### config.mk
export PLATFORM = sky130hd
export DESIGN_NAME = uart_rx
export DESIGN_NICKNAME = d
export VERILOG_FILES = /design/src/rtl/uart_rx.sv
export SDC_FILE = /design/constraint.sdc
export NUM_CORES = 1
export LEC_CHECK = 0
export BUFFER_PORTS_ARGS = -buffer_cell sky130_fd_sc_hd__buf_2
export CORE_MARGIN = 3
export CORE_UTILIZATION = 48
export DETAILED_ROUTE_END_ITERATION = 10
export MAX_ROUTING_LAYER = met4
export PLACE_DENSITY = 0.66
export SLEW_MARGIN = 20
export SYNTH_ARGS = -nofsm -noshare
export SYNTH_HDL_FRONTEND = slang
export SYNTH_SLANG_ARGS = --single-unit
### constraint.sdc
create_clock -name clk_i -period 2.7 [get_ports clk_i]
set_input_delay 0.54 -clock clk_i [delete_from_list [all_inputs] [get_ports clk_i]]
set_output_delay 0.54 -clock clk_i [all_outputs]
set_load 0.01 [all_outputs]
### src/rtl/uart_rx.sv
// -----------------------------------------------------------------------------
// uart_rx -- oversampling-free UART receiver with a one-entry holding register.
//
// The serial line is brought into the clk_i domain through a two-flop
// synchronizer. A falling edge on the synchronized line starts a frame. The
// start bit is re-checked at its middle so that short glitches are rejected.
// Every following bit is then sampled one bit period later, which places each
// sample near the middle of its bit.
//
// Frame format: start (0), 8 data bits LSB first, optional even parity, and
// stop (1).
//
// Build option:
//   UART_RX_PARITY_EN  defined   -> 11-bit frames with an even-parity bit;
//                                   parity_err_o is live.
//                      undefined -> 10-bit frames; the PARITY state is never
//                                   entered and parity_err_o is tied to 0.
//
// Parameters:
//   CLK_FREQ   clk_i frequency in Hz
//   BAUD_RATE  serial bit rate
//
// Ports:
//   clk_i         in   single clock, rising edge
//   rst_i         in   synchronous active-high reset
//   uart_rx_i     in   asynchronous serial line, idles high
//   rx_data_o     out  received byte (held until it is consumed)
//   rx_valid_o    out  rx_data_o holds an unconsumed byte
//   rx_ready_i    in   consumer takes the byte when rx_valid_o && rx_ready_i
//   frame_err_o   out  one-cycle pulse: stop bit sampled low
//   parity_err_o  out  one-cycle pulse: even-parity mismatch
//   overrun_o     out  one-cycle pulse: new byte dropped, holding register full
//   busy_o        out  receiver is inside a frame (any state but IDLE)
// -----------------------------------------------------------------------------
module uart_rx #(
  parameter int CLK_FREQ  = 50_000_000,
  parameter int BAUD_RATE = 115_200
) (
  input  logic       clk_i,
  input  logic       rst_i,
  input  logic       uart_rx_i,
  output logic [7:0] rx_data_o,
  output logic       rx_valid_o,
  input  logic       rx_ready_i,
  output logic       frame_err_o,
  output logic       parity_err_o,
  output logic       overrun_o,
  output logic       busy_o
);

  localparam int CLKS_PER_BIT = CLK_FREQ / BAUD_RATE;
  localparam int HALF_BIT     = CLKS_PER_BIT / 2;

  // Timer compare values; the timer counts from 0 to N-1.
  localparam logic [15:0] BIT_LAST  = 16'(CLKS_PER_BIT - 1);
  localparam logic [15:0] HALF_LAST = 16'(HALF_BIT - 1);

  typedef enum logic [2:0] {
    IDLE   = 3'd0,
    START  = 3'd1,
    DATA   = 3'd2,
    PARITY = 3'd3,
    STOP   = 3'd4
  } state_e;

`ifdef UART_RX_PARITY_EN
  // Even parity: the transmitted parity bit equals the XOR of the data bits.
  function automatic logic even_parity(input logic [7:0] data);
    even_parity = ^data;
  endfunction
`endif

  // ---------------------------------------------------------------------------
  // Declarations
  // ---------------------------------------------------------------------------
  logic        sync1_q, sync2_q, prev_q;
  logic        rx_s, fall_s;

  state_e      state_q, state_d;
  logic [15:0] timer_q, timer_d;
  logic [2:0]  idx_q, idx_d;
  logic [7:0]  shift_q, shift_d;

  logic        deliver_s;
  logic        frame_bad_s;

  logic [7:0]  data_q, data_d;
  logic        valid_q, valid_d;
  logic        ferr_q, ferr_d;
  logic        ovr_q, ovr_d;
  logic        busy_q, busy_d;

`ifdef UART_RX_PARITY_EN
  logic        par_mis_q, par_mis_d;
  logic        parity_bad_s;
  logic        perr_q, perr_d;
`endif

  // ---------------------------------------------------------------------------
  // Line synchronizer and edge detect
  // ---------------------------------------------------------------------------
  // The flops reset to the idle level (1) so that a reset never manufactures
  // a falling edge on a line that is already idle.
  // Synchronize the serial line and keep the previous synchronized sample.
  always_ff @(posedge clk_i) begin
    if (rst_i) begin
      sync1_q <= 1'b1;
      sync2_q <= 1'b1;
      prev_q  <= 1'b1;
    end else begin
      sync1_q <= uart_rx_i;
      sync2_q <= sync1_q;
      prev_q  <= sync2_q;
    end
  end

  assign rx_s   = sync2_q;
  // A falling edge is 1 then 0. A line held low therefore yields one edge only.
  assign fall_s = prev_q & ~sync2_q;

  // ---------------------------------------------------------------------------
  // Frame FSM: state, bit timer, bit index and shift register
  // ---------------------------------------------------------------------------
  // FSM and datapath registers.
  always_ff @(posedge clk_i) begin
    if (rst_i) begin
      state_q <= IDLE;
      timer_q <= 16'd0;
      idx_q   <= 3'd0;
      shift_q <= 8'h00;
    end else begin
      state_q <= state_d;
      timer_q <= timer_d;
      idx_q   <= idx_d;
      shift_q <= shift_d;
    end
  end

`ifdef UART_RX_PARITY_EN
  // Parity-mismatch flag; it lives from the PARITY sample to the STOP decision.
  always_ff @(posedge clk_i) begin
    if (rst_i) begin
      par_mis_q <= 1'b0;
    end else begin
      par_mis_q <= par_mis_d;
    end
  end
`endif

  // Next-state logic. The timer free-runs in every active state and is
  // cleared at each sample point.
  always_comb begin
    state_d     = state_q;
    timer_d     = timer_q + 16'd1;
    idx_d       = idx_q;
    shift_d     = shift_q;
    deliver_s   = 1'b0;
    frame_bad_s = 1'b0;
`ifdef UART_RX_PARITY_EN
    par_mis_d    = par_mis_q;
    parity_bad_s = 1'b0;
`endif

    case (state_q)
      IDLE: begin
        timer_d = 16'd0;
        if (fall_s) begin
          state_d = START;
        end else begin
          state_d = IDLE;
        end
      end

      START: begin
        if (timer_q == HALF_LAST) begin
          // Middle of the start bit: a high line here was only a glitch.
          if (rx_s) begin
            state_d = IDLE;
            timer_d = 16'd0;
          end else begin
            state_d = DATA;
            timer_d = 16'd0;
            idx_d   = 3'd0;
`ifdef UART_RX_PARITY_EN
            par_mis_d = 1'b0;
`endif
          end
        end else begin
          state_d = START;
        end
      end

      DATA: begin
        if (timer_q == BIT_LAST) begin
          timer_d        = 16'd0;
          shift_d[idx_q] = rx_s;
          if (idx_q == 3'd7) begin
`ifdef UART_RX_PARITY_EN
            state_d = PARITY;
`else
            state_d = STOP;
`endif
          end else begin
            idx_d = idx_q + 3'd1;
          end
        end else begin
          state_d = DATA;
        end
      end

`ifdef UART_RX_PARITY_EN
      PARITY: begin
        if (timer_q == BIT_LAST) begin
          timer_d   = 16'd0;
          par_mis_d = (rx_s != even_parity(shift_q));
          state_d   = STOP;
        end else begin
          state_d = PARITY;
        end
      end
`endif

      STOP: begin
        if (timer_q == BIT_LAST) begin
          timer_d = 16'd0;
          state_d = IDLE;
          // A frame error takes priority over a parity error; each frame
          // produces at most one outcome.
          if (!rx_s) begin
            frame_bad_s = 1'b1;
`ifdef UART_RX_PARITY_EN
          end else if (par_mis_q) begin
            parity_bad_s = 1'b1;
`endif
          end else begin
            deliver_s = 1'b1;
          end
        end else begin
          state_d = STOP;
        end
      end

      default: begin
        state_d = IDLE;
        timer_d = 16'd0;
        idx_d   = 3'd0;
      end
    endcase
  end

  // ---------------------------------------------------------------------------
  // Holding register and status outputs (all registered)
  // ---------------------------------------------------------------------------
  // Output next-state logic: a delivery into a full register that is not being
  // drained at the same time keeps the old byte and flags an overrun.
  always_comb begin
    data_d  = data_q;
    valid_d = valid_q;
    ovr_d   = 1'b0;
    ferr_d  = frame_bad_s;
    busy_d  = (state_d != IDLE);
`ifdef UART_RX_PARITY_EN
    perr_d  = parity_bad_s;
`endif

    if (deliver_s) begin
      if (valid_q && !rx_ready_i) begin
        ovr_d = 1'b1;
      end else begin
        data_d  = shift_q;
        valid_d = 1'b1;
      end
    end else if (valid_q && rx_ready_i) begin
      valid_d = 1'b0;
    end else begin
      valid_d = valid_q;
    end
  end

  // Output registers.
  always_ff @(posedge clk_i) begin
    if (rst_i) begin
      data_q  <= 8'h00;
      valid_q <= 1'b0;
      ferr_q  <= 1'b0;
      ovr_q   <= 1'b0;
      busy_q  <= 1'b0;
    end else begin
      data_q  <= data_d;
      valid_q <= valid_d;
      ferr_q  <= ferr_d;
      ovr_q   <= ovr_d;
      busy_q  <= busy_d;
    end
  end

`ifdef UART_RX_PARITY_EN
  // Parity-error pulse register.
  always_ff @(posedge clk_i) begin
    if (rst_i) begin
      perr_q <= 1'b0;
    end else begin
      perr_q <= perr_d;
    end
  end

  assign parity_err_o = perr_q;
`else
  assign parity_err_o = 1'b0;
`endif

  assign rx_data_o   = data_q;
  assign rx_valid_o  = valid_q;
  assign frame_err_o = ferr_q;
  assign overrun_o   = ovr_q;
  assign busy_o      = busy_q;

endmodule

==> results.sh <==
export IMPL_synth_cells=215
export IMPL_final_setup_tns_ns=0
export IMPL_die_h_um=70.9
export IMPL_synth_area_um2=2020
export IMPL_antenna_found_initial=0
export IMPL_drt_iter0_drc=106
export IMPL_post_cts_setup_buffer_count=0
export IMPL_h_tree_depth=2
export IMPL_crit_type="reg2reg"
export IMPL_cap_violations=0
export IMPL_ys_ff_latch=45
export IMPL_antenna_cells=0
export IMPL_syn_avg_cell_area_um2=9.40
export IMPL_pre_cts_slack_ns=0.415
export IMPL_ir_drop_uv=227
export IMPL_cts_root_buf="clkbuf_8"
export IMPL_cts_path_max_buffers=2
export IMPL_core_um2=3850
export IMPL_drive_above_1_share=0.165
export IMPL_dp_cells=271
export IMPL_hold_violations=0
export IMPL_grt_overflow=0
export IMPL_vias=1535
export IMPL_rsz0062_at_grt="false"
export IMPL_cp_required_ns=2.87
export IMPL_min_path_type="in2reg"
export IMPL_synthAdderAreaFrac=0.0309
export IMPL_synth_mux_area_frac=0.0446
export IMPL_dieArea_um2=5030
export IMPL_post_cts_resized=0
export IMPL_layout_commonest_cell="dfxtp_1"
export IMPL_tritoncts="done"
export IMPL_grt_pass1_wl_um=6760
export IMPL_io_pins=17
export IMPL_place_congestion=0.816
export IMPL_synth_top_family_by_area="simple AND/OR/NAND/NOR gates"
export IMPL_track_usage=0.170
export IMPL_clock_sinks=45
export IMPL_io_buffers=15
export IMPL_seq_area_um2=901
export IMPL_multi_input_area_um2=1070
export IMPL_grt_pass1_vias=1474
export IMPL_die_w_um=70.9
export IMPL_fin_crit_sh=0.845
export IMPL_yosysSeqAreaShare=0.446
export IMPL_syn_nets=224
export IMPL_utilization=0.578
export IMPL_outcome="complete, no violations"
export IMPL_yosys_warnings=0
export IMPL_p_leak_nw=0.865
export IMPL_drc_errors=0
export IMPL_clock_latency_ns=0.30
export IMPL_n_fill_cell=363
export IMPL_end_kind="flip-flop"
export IMPL_maxSlewViolCount=0
export IMPL_fin_nets=239
export IMPL_synth_compound_area_frac=0.124
export IMPL_crit_path_start_kind="flip-flop"
export IMPL_fin_cells=278
export IMPL_clk_pin_slew_ns=0.08
export IMPL_crit_fanout=8
export IMPL_fin_skew_ns=0.00769
export IMPL_drt_first_pass_iters=4
export IMPL_setup_viol_count_final=0
export IMPL_finalPower_mw=1.20
export IMPL_wl_um=3740
export IMPL_drt_vias_per_instance=5.52
export IMPL_numCtsBuffers=5
export IMPL_p_per_area_nw_per_um2=537
export IMPL_grt_max_degree=23
export IMPL_hpwl_um=2760
export IMPL_start_util=0.525
export IMPL_fmax_mhz=438
export IMPL_yosysUniqueCellTypes=48
export IMPL_wl_per_cell_um=13.5
export IMPL_antenna_left=0
export IMPL_areaGrowthSynthToFinish_pct=10.1
export IMPL_finalCriticalPeriod_ns=2.28
export IMPL_setup_slack_ns=0.418
export IMPL_crit_arrival_ns=2.45
export IMPL_synth_simple_gate_area_share=0.267
export IMPL_synth_xor_area_frac=0.0606
export IMPL_rows=22
export IMPL_layout_common_cells="dfxtp_1, nor2_1, buf_2"
export IMPL_cts_hold_buf=0
[power breakdown]
group | leakage (nW) | internal, mW | switching, mW
Clock | 0.0540 | 0.269 | 0.221
Sequential | 0.363 | 0.667 | 0.00523
Combinational | 0.448 | 0.0113 | 0.0217
[flip-flops by register name (all words and copies together), names as in the netlist]
name and count:
shift_q 8, prev_q 1, busy_o 1, timer_q 16, idx_q 3, overrun_o 1, frame_err_o 1, rx_valid_o 1
state_q 3, rx_s 1, sync1_q 1, rx_data_o 8
[routing by layer]
layer  track usage  part of all wire  up-vias
li1              -                 -      792
met1         0.227              0.51      716
met2         0.253              0.44       22
met3        0.0398             0.037        5
met4        0.0585             0.015        0
met5             -                 0        -
[path summary, 6_finish.rpt]
check,startpoint,end,slack [ns],cells past startpoint
worst min-delay path,uart_rx_i,sync1_q$_SDFF_PP1_,0.42,2
worst min register to register,sync1_q$_SDFF_PP1_,rx_s$_SDFF_PP1_,0.43,1
worst max register to register,timer_q[0]$_SDFF_PP0_,shift_q[4]$_SDFFE_PP0P_,0.42,6
worst max-delay path,timer_q[0]$_SDFF_PP0_,shift_q[4]$_SDFFE_PP0P_,0.42,6
[worst max-delay path: stages (launching register included)]
cell,delay (ns)
dfxtp_1,0.43
ha_1,0.17
or4bb_4,0.49
nor4_4,0.41
nand3_2,0.22
o311ai_0,0.32
o41ai_1,0.12
[stage by stage]
step / area [um^2] / hold WS, ns
6_report: 2230 / 0.424
5_1_grt: 2230 / 0.437
4_1_cts: 2230 / 0.427
3_5_place_dp: 2120 / 0.407
3_3_place_gp: 2120 / 0.401
2_1_floorplan: 2020 / 0.389
[kinds of logic after synthesis]
kind of cell | Yosys count
AND/OR/NAND/NOR | 92
flip-flops | 45
AO/OA/AOI/OAI | 37
XOR/XNOR | 14
buffers and inverters | 12
multiplexers | 9
adder cells (fa/ha/maj) | 5
other | 1
[final cells by class]
| type | instances | share of cell area |
|---|---|---|
| Multi-Input combinational cell | 158 | 0.480 |
| Timing Repair Buffer | 15 | 0.0337 |
| Clock buffer | 5 | 0.0309 |
| Clock inverter | 2 | 0.0157 |
| Tap cell | 48 | 0.0270 |
| Inverter | 5 | 0.00843 |
| Sequential cell | 45 | 0.404 |
[Yosys cell counts (all sizes together)]
master / instances / area (um^2)
mux2i: 9 / 90.1
o31ai: 6 / 45.0
nand4b: 2 / 17.5
conb: 1 / 3.75
o31a: 2 / 17.5
nand4: 4 / 31.3
or4: 3 / 26.3
a21bo: 1 / 10.0
o41ai: 2 / 17.5
a21oi: 7 / 35.0
o21ai: 9 / 45.0
or2: 4 / 25.0
o311ai: 2 / 17.5
nor2: 33 / 124
and2: 1 / 6.26
and4bb: 1 / 12.5
a21boi: 1 / 11.3
nand2b: 5 / 31.3
and4: 4 / 36.3
clkbuf: 5 / 18.8
nand3: 9 / 50.1
nand3b: 1 / 11.3
xor2: 11 / 96.3
a31oi: 1 / 6.26
buf: 2 / 15.0
and3: 2 / 13.8
a22oi: 1 / 7.51
a21o: 2 / 15.0
nor3: 3 / 15.0
ha: 5 / 62.6
or4bb: 2 / 26.3
inv: 5 / 18.8
nor4: 2 / 27.5
nand2: 8 / 30.0
xnor2: 3 / 26.3
or3b: 2 / 17.5
o211ai: 3 / 22.5
nor2b: 6 / 37.5
dfxtp: 45 / 901
Note: power is estimated with default switching activity, not from simulation.
